<file path="src/rtl/button_conditioner_pkg.sv">
// Shared types and constants for the push-button conditioner.
// Default timing assumes a 100 MHz system clock.
package button_conditioner_pkg;

    typedef enum logic [1:0] {
        RPT_IDLE   = 2'd0,
        RPT_DELAY  = 2'd1,
        RPT_REPEAT = 2'd2
    } rpt_state_e;

    localparam int unsigned DEF_STABLE_CYCLES = 1_000_000;
    localparam int unsigned DEF_REPEAT_DELAY  = 50_000_000;
    localparam int unsigned DEF_REPEAT_PERIOD = 10_000_000;

    // Smallest width w >= 1 with 2**w >= v.
    function automatic int unsigned clog2(input int unsigned v);
        int unsigned w;
        w = 1;
        while (w < 32 && (32'd1 << w) < v) begin
            w = w + 1;
        end
        return w;
    endfunction

endpackage

</file>
<file path="src/rtl/button_conditioner_debounce_channel.sv">
// One button channel: synchroniser, stability filter, edge pulses
// and optional auto-repeat of the press pulse.
module debounce_channel
    import button_conditioner_pkg::*;
#(
    parameter int unsigned SYNC_STAGES   = 2,
    parameter int unsigned STABLE_CYCLES = DEF_STABLE_CYCLES,
    parameter bit          REPEAT_EN     = 1'b0,
    parameter int unsigned REPEAT_DELAY  = DEF_REPEAT_DELAY,
    parameter int unsigned REPEAT_PERIOD = DEF_REPEAT_PERIOD
) (
    input  logic clk,
    input  logic rst,
    input  logic din,
    output logic level,
    output logic rise_pulse,
    output logic fall_pulse,
    output logic rise_next
);

    localparam int unsigned CW   = clog2(STABLE_CYCLES + 1);
    localparam int unsigned RMAX = (REPEAT_DELAY > REPEAT_PERIOD) ?
                                   REPEAT_DELAY : REPEAT_PERIOD;
    localparam int unsigned RW   = clog2(RMAX);

    localparam logic [CW-1:0] CNT_LAST = CW'(STABLE_CYCLES - 1);
    localparam logic [RW-1:0] DLY_LAST = RW'(REPEAT_DELAY - 1);
    localparam logic [RW-1:0] PER_LAST = RW'(REPEAT_PERIOD - 1);

    logic [SYNC_STAGES-1:0] sync_q, sync_d;
    logic                   sync;
    logic [CW-1:0]          cnt_q, cnt_d;
    logic                   level_q, level_d;
    logic                   rise_q, rise_d;
    logic                   fall_q, fall_d;
    rpt_state_e             state_q, state_d;
    logic [RW-1:0]          rcnt_q, rcnt_d;
    logic                   deb_rise, deb_fall, rep_fire;

    always_comb begin
        sync_d = {sync_q[SYNC_STAGES-2:0], din};
        sync   = sync_q[SYNC_STAGES-1];
    end

    always_comb begin
        cnt_d    = cnt_q;
        level_d  = level_q;
        deb_rise = 1'b0;
        deb_fall = 1'b0;
        if (sync == level_q) begin
            cnt_d = '0;
        end else if (cnt_q == CNT_LAST) begin
            level_d  = sync;
            cnt_d    = '0;
            deb_rise = sync;
            deb_fall = ~sync;
        end else begin
            cnt_d = cnt_q + CW'(1);
        end
    end

    always_comb begin
        state_d  = state_q;
        rcnt_d   = rcnt_q;
        rep_fire = 1'b0;
        unique case (state_q)
            RPT_IDLE: begin
                if (deb_rise) begin
                    state_d = RPT_DELAY;
                    rcnt_d  = '0;
                end
            end
            RPT_DELAY: begin
                if (rcnt_q == DLY_LAST) begin
                    rep_fire = 1'b1;
                    rcnt_d   = '0;
                    state_d  = RPT_REPEAT;
                end else begin
                    rcnt_d = rcnt_q + RW'(1);
                end
            end
            RPT_REPEAT: begin
                if (rcnt_q == PER_LAST) begin
                    rep_fire = 1'b1;
                    rcnt_d   = '0;
                end else begin
                    rcnt_d = rcnt_q + RW'(1);
                end
            end
            default: begin
                state_d = RPT_IDLE;
                rcnt_d  = '0;
            end
        endcase
        // A release wins over any repeat due in the same cycle.
        if (deb_fall || !REPEAT_EN) begin
            state_d  = RPT_IDLE;
            rcnt_d   = '0;
            rep_fire = 1'b0;
        end
        rise_d = deb_rise | rep_fire;
        fall_d = deb_fall;
    end

    always_ff @(posedge clk) begin
        if (!rst) begin
            sync_q  <= '0;
            cnt_q   <= '0;
            level_q <= 1'b0;
            rise_q  <= 1'b0;
            fall_q  <= 1'b0;
            state_q <= RPT_IDLE;
            rcnt_q  <= '0;
        end else begin
            sync_q  <= sync_d;
            cnt_q   <= cnt_d;
            level_q <= level_d;
            rise_q  <= rise_d;
            fall_q  <= fall_d;
            state_q <= state_d;
            rcnt_q  <= rcnt_d;
        end
    end

    assign level      = level_q;
    assign rise_pulse = rise_q;
    assign fall_pulse = fall_q;
    assign rise_next  = rise_d;

endmodule

</file>
<file path="src/rtl/button_conditioner.sv">
// Multi-channel button conditioner; any_press is registered from
// the channels' next-cycle press so it lines up with rise_pulse.
module button_conditioner
    import button_conditioner_pkg::*;
#(
    parameter int unsigned CH            = 5,
    parameter int unsigned SYNC_STAGES   = 2,
    parameter int unsigned STABLE_CYCLES = DEF_STABLE_CYCLES,
    parameter bit          REPEAT_EN     = 1'b0,
    parameter int unsigned REPEAT_DELAY  = DEF_REPEAT_DELAY,
    parameter int unsigned REPEAT_PERIOD = DEF_REPEAT_PERIOD
) (
    input  logic          clk,
    input  logic          rst,
    input  logic [CH-1:0] din,
    output logic [CH-1:0] level,
    output logic [CH-1:0] rise_pulse,
    output logic [CH-1:0] fall_pulse,
    output logic          any_press
);

    logic [CH-1:0] rise_next;
    logic          any_press_q, any_press_d;

    for (genvar i = 0; i < CH; i++) begin : g_ch
        debounce_channel #(
            .SYNC_STAGES  (SYNC_STAGES),
            .STABLE_CYCLES(STABLE_CYCLES),
            .REPEAT_EN    (REPEAT_EN),
            .REPEAT_DELAY (REPEAT_DELAY),
            .REPEAT_PERIOD(REPEAT_PERIOD)
        ) u_ch (
            .clk       (clk),
            .rst       (rst),
            .din       (din[i]),
            .level     (level[i]),
            .rise_pulse(rise_pulse[i]),
            .fall_pulse(fall_pulse[i]),
            .rise_next (rise_next[i])
        );
    end

    always_comb begin
        any_press_d = |rise_next;
    end

    always_ff @(posedge clk) begin
        if (!rst) begin
            any_press_q <= 1'b0;
        end else begin
            any_press_q <= any_press_d;
        end
    end

    assign any_press = any_press_q;

endmodule

</file>
<file path="config.mk">
export PLATFORM = sky130hd
export DESIGN_NAME = button_conditioner
export DESIGN_NICKNAME = d
export VERILOG_FILES = /design/src/rtl/button_conditioner_pkg.sv /design/src/rtl/button_conditioner_debounce_channel.sv /design/src/rtl/button_conditioner.sv
export SDC_FILE = /design/constraint.sdc
export NUM_CORES = 1
export LEC_CHECK = 0
export ABC_AREA = 1
export CAP_MARGIN = 20
export CELL_PAD_IN_SITES_DETAIL_PLACEMENT = 1
export CELL_PAD_IN_SITES_GLOBAL_PLACEMENT = 2
export CORE_ASPECT_RATIO = 1.75
export CORE_MARGIN = 3
export CORE_UTILIZATION = 35
export CTS_CLUSTER_SIZE = 10
export DETAILED_ROUTE_END_ITERATION = 12
export PLACE_DENSITY_LB_ADDON = 0.2
export SETUP_SLACK_MARGIN = 0.2
export SLEW_MARGIN = 30
export SYNTH_ARGS = -nofsm -noshare
export SYNTH_HDL_FRONTEND = slang
export SYNTH_SLANG_ARGS = --single-unit
</file>
<file path="constraint.sdc">
create_clock -name clk -period 1.85 [get_ports clk]
set_clock_uncertainty 0.05 [all_clocks]
set_input_delay 0.37 -clock clk [delete_from_list [all_inputs] [get_ports clk]]
set_output_delay 0.37 -clock clk [all_outputs]
set_load 0.05 [all_outputs]
</file>
; ---- Word level (Yosys, flattened, before mapping)
; Cells that the tools add are included.
[totals]
register_bits = 126
output_inout_bits = 16
word_cells = 83
[op_classes]
add_sub_neg = 5
eq_ne = 10
mux = 10
bitwise = 16
reduce_logical = 16
[ops]
columns = operator, n
row1 = 20-bit by 1-bit adder with 20-bit output (second input constant), 5
row2 = 20-bit equality test (second input constant), 5
row3 = 3-bit OR reduction, 10
row4 = 1-bit inverter, 16
row5 = 1-bit 2-to-1 mux, 10
row6 = 2-bit AND reduction, 5
row7 = 1-bit equality test, 5
row8 = 5-bit OR reduction, 1

; ---- Logic depth before layout (Yosys ltp)
[depth]
depth_word = 4
ltp_mapped = 10
depth_no_buf = 10

; ---- Cells and area by module
; From an unflattened synthesis, not the netlist that was laid out.
[hier_totals]
cells_unflattened = 867
hier_area_um2 = 6393.6
[modules_own_cells]
columns = mod, n_inst, cells_per_inst, area_per_inst_um2, seq_area_each_um2
row1 = debounce_channel, 5, 172, 1270.0, 500.5
row2 = button_conditioner, 1, 7, 43.8, 20.0

; ---- Worst setup path before layout
; No wires, ideal clock.
[synth_timing]
path_kind = reg-to-reg
startpoint = register g_ch[4].u_ch.cnt_q[0]
endpoint = register g_ch[4].u_ch.cnt_q[10]
t_arrival_ns = 1.337
required_time_ns = 1.679
setup_slack_ns = 0.342
path_stages_with_launch = 10
n_path_buf = 1
synth_period_minus_slack_ns = 1.508
path_cell_list = dfxtp_1 ha_1 nand2_1 nor2_1 nand2_2 nor2_4 nand2_1 nand2_2 buf_6 nor3_2
[synth_via]
elab_chain_cells = 2
[synth_lines]
columns = element, line_no
row1 = "start, declared", button_conditioner_debounce_channel.sv:32  ; logic [CW-1:0] cnt_q, cnt_d;
row2 = "start signal, assigned", button_conditioner_debounce_channel.sv:116  ; cnt_q <= cnt_d;
row3 = branches (longest 2 deep; another with 20-bit by 1-bit adder with 20-bit output), -
; Several ways; the timed one is not identified.
; A chain may end at the register's enable or synchronous reset.

; ---- Worst setup path after layout
[layout_timing]
startpoint = register g_ch[1].u_ch.cnt_q[0]
endpoint = register g_ch[1].u_ch.cnt_q[16]
[layout_via]
elab_chain_cells = 2
[layout_lines]
columns = element, line_no
row1 = "start, declared", button_conditioner_debounce_channel.sv:32
row2 = "start signal, assigned", button_conditioner_debounce_channel.sv:116
row3 = branches (longest 2 deep; another with 20-bit by 1-bit adder with 20-bit output), -
; Several ways; the timed one is not identified.

==> results.tsv <==
stage	metric	value	unit
run_status	outcome	complete, no violations	
drt	dr.pass1.iters	4	
drt	viasPerCell	4.88	
timing	slew_headroom	0.697	
drt	drc	0	
synth	synth_top_family_by_area	simple AND/OR/NAND/NOR gates	
clock_tree	clk_path_buf_depth	2	
clock_tree	cts_sinks	126	
clock_tree	cts_hold_buf	0	
timing	fin_ws	253	ps
setup_path	rr_worst_depth	7	
synth	synth_adder_area_share	0.0100	
timing	timing.setup.tns	0	ps
synth	synthCells	893	
clock_tree	cts-root-buf	clkbuf_16	
setup_path	arrival	1860	ps
final_layout	n_fill_cell	2186	
die	pin_count	23	
final_layout	finalNonFillerCells	1187	
global_route	grtUsageTotal	0.183	
clock_tree	clk_latency	420	ps
timing	setup_viol	0	
clock_tree	cts_tree	built	
clock_tree	clk_pin_slew	60	ps
die	fp-row-count	64	
clock_tree	cts-htree-levels	4	
synth	ys_ff_latch	126	
drt	num_vias	5788	
synth	synth_edf_count	0	
die	coreArea	0.0175	mm^2
setup_path	crit_fanout	5	
global_route	grt_pass1_vias	6248	
final_layout	drive_above_1_share	0.167	
pwr	p_per_area	827	mW/mm^2
timing	grt_setup_unrepaired	true	
die	start_util	0.357	
timing	tightestPinTransition	454	ps
final_layout	num_antenna_cells	0	
min_path	hold_end	g_ch[0].u_ch.sync_q[1]	
die	fp.dieH	183	um
synth	synthFlopType	dfxtp_1	
placed_design	dpl.hpwl	12800	um
global_route	overflow	0	
clock_tree	cts_made_buffers	17	
synth	synthSimpleGateAreaFrac	0.379	
min_path	min-delay-start	g_ch[0].u_ch.sync_q[0]	
timing	period_share	0.863	
synth	synth_warnings	0	
synth	syn_avg_cell_area	7.00	um^2
synth	netlist_area	0.00625	mm^2
global_route	grt_max_degree	24	
pwr	vdd_drop_max	540	uV
final_layout	area_delta_synth_final	22.9	%
global_route	grt_antenna_before_repair	0	
setup_path	r2r_start	g_ch[1].u_ch.cnt_q[0]	
setup_path	end_kind	flip-flop	
synth	synth_xor_area_frac	0.0420	
timing	report.final.hold_viol_count	0	
pwr	power	6360	uW
drt	final_antenna_net_count	0	
placed_design	pre_cts_ws	-9.54	ps
final_layout	final_cell_area	0.00768	mm^2
drt	drt-wirelength-per-cell	14.4	um
min_path	hold_path_depth	2	
synth	yosysUniqueCellTypes	38	
drt	drt-initial-drc-count	141	
setup_path	r2r_setup_slack	250	ps
setup_path	path_class	flip-flop to flip-flop	
global_route	grt_first_pass_wirelength	28800	um
timing	fmax	626	MHz
die	dieArea	0.0196	mm^2
timing	slew_violations	0	
run	cap_violations	0	
synth	syn_nets	905	
final_layout	nets	955	
die	die_w	107	um
pwr	leakage	0.00280	uW
setup_path	worst_ep_required_time	2120	ps
placed_design	globalplace.congestion	0.859	
min_path	worst_hold_path_type	flip-flop to flip-flop	
placed_design	post-place-cells	1138	
placed_design	dpl-instance-area	0.00670	mm^2
timing	period_minus_slack	1600	ps
synth	muxShareOfSynthArea	0	
synth	async_flop_share	0	
placed_design	port_buffers	22	
drt	routed_wl	17100	um
synth	seq_area_frac_synth	0.403	
synth	synth_compound_area_frac	0.0572	
setup_path	r2r_end	g_ch[1].u_ch.cnt_q[16]	
setup_path	cp-start-kind	flip-flop	
[per-stage QoR]
stage	util	hold WS (ps)
final	0.438	366
after detailed placement	0.382	355
after global routing	0.438	395
after CTS	0.424	371
after global placement	0.382	353
after floorplan	-	340
[flip-flops by register name, indices dropped and copies added (netlist names)]
signal,flops
any_press,1
g_ch.u_ch.cnt_q,100
g_ch.u_ch.fall_pulse,5
g_ch.u_ch.level,5
g_ch.u_ch.rise_pulse,5
g_ch.u_ch.sync_q,10
[cells in the mapped netlist, drive strengths merged (3+ instances only)]
library cell	count	area [um^2]
nand2	209	800
nor2	152	632
inv	129	484
dfxtp	126	2520
nand3	51	298
a21oi	49	249
nor3	46	293
nand4	32	206
xor2	25	219
buf	24	188
o21ai	12	60.1
nand3b	8	60.1
ha	5	62.6
or2	5	31.3
xnor2	5	43.8
nor3b	4	35.0
a31oi	3	18.8
[cell type report]
type                    instances  area [um^2]  share of cell area
multi-input cells             614         3230               0.421
flip-flops and latches        126         2530               0.330
repair buffers                 55          517              0.0672
inverters                     129          484              0.0630
clock buffers                  20          467              0.0607
well taps                     231          289              0.0376
clock inverters                12          160              0.0208
[critical path, cell delays in order (launching register included)]
cell and delay (ps):
dfxtp_1 380, ha_1 220, nand3_2 180, nor3_4 230
inv_1 120, o21a_1 190, nor2_1 80, nor2_1 40
[cell families (layout without fill, tap and decap cells)]
group / count (synthesis) / in the layout
buffers and inverters: 154 / 216
DFF: 126 / 126
AOI/OAI and AO/OA: 68 / 68
xor gates and xnor gates: 30 / 30
and+or+nand+nor: 510 / 511
adders and majority gates: 5 / 5
[report_power, final]
part	internal, uW	leakage [uW]	switching, uW	total (uW)
logic	47.1	0.00149	56.9	104
registers	2730	0.00102	8.46	2740
clock network	2230	0.000295	1280	3520
total	5010	0.00280	1350	6360
[repair_timing]
action	CTS	global route
setup endpoints to repair	31	84
pin swaps	1	10
cloned	1	2
buffers inserted	7	7
gates resized for setup	10	41
[metal layers]
metal,wire [um],global-route usage
met5,0,0
met2,9610,0.350
met4,686,0.0906
met3,403,0.0363
met1,6400,0.182
[cell usage in the layout (no fill, tap or decap), drive strengths merged]
master	synthesis	routed
nand3b	8	8
clkdlybuf4s50	0	6
o21a	2	2
o21ai	12	12
nor4	2	2
bufinv	0	3
and2	1	1
nor3	46	46
or2	5	5
nand2	209	209
nor2	152	152
ha	5	5
clkinvlp	0	4
nand3	51	52
a31oi	3	3
dfxtp	126	126
nor3b	4	4
clkbuf	1	22
clkinv	0	4
xnor2	5	5
a21oi	49	49
xor2	25	25
inv	129	130
o21bai	2	2
nand4	32	32
buf	24	47
[worst max path at each step]
| stage | start | cells past startpoint | slack [ps] | endpoint |
|---|---|---|---|---|
| detailed placement | rst | 6 | -10 | g_ch[3].u_ch.cnt_q[13] |
| global placement | rst | 6 | 40 | g_ch[3].u_ch.cnt_q[13] |
| finish | g_ch[1].u_ch.cnt_q[0] | 7 | 250 | g_ch[1].u_ch.cnt_q[16] |
| global route | g_ch[1].u_ch.cnt_q[0] | 7 | 140 | g_ch[1].u_ch.cnt_q[16] |
| CTS | g_ch[0].u_ch.cnt_q[0] | 10 | 210 | g_ch[0].u_ch.cnt_q[18] |
| floorplan | g_ch[4].u_ch.cnt_q[0] | 9 | 340 | g_ch[4].u_ch.cnt_q[10] |
Power figures use the tool's default switching activity.
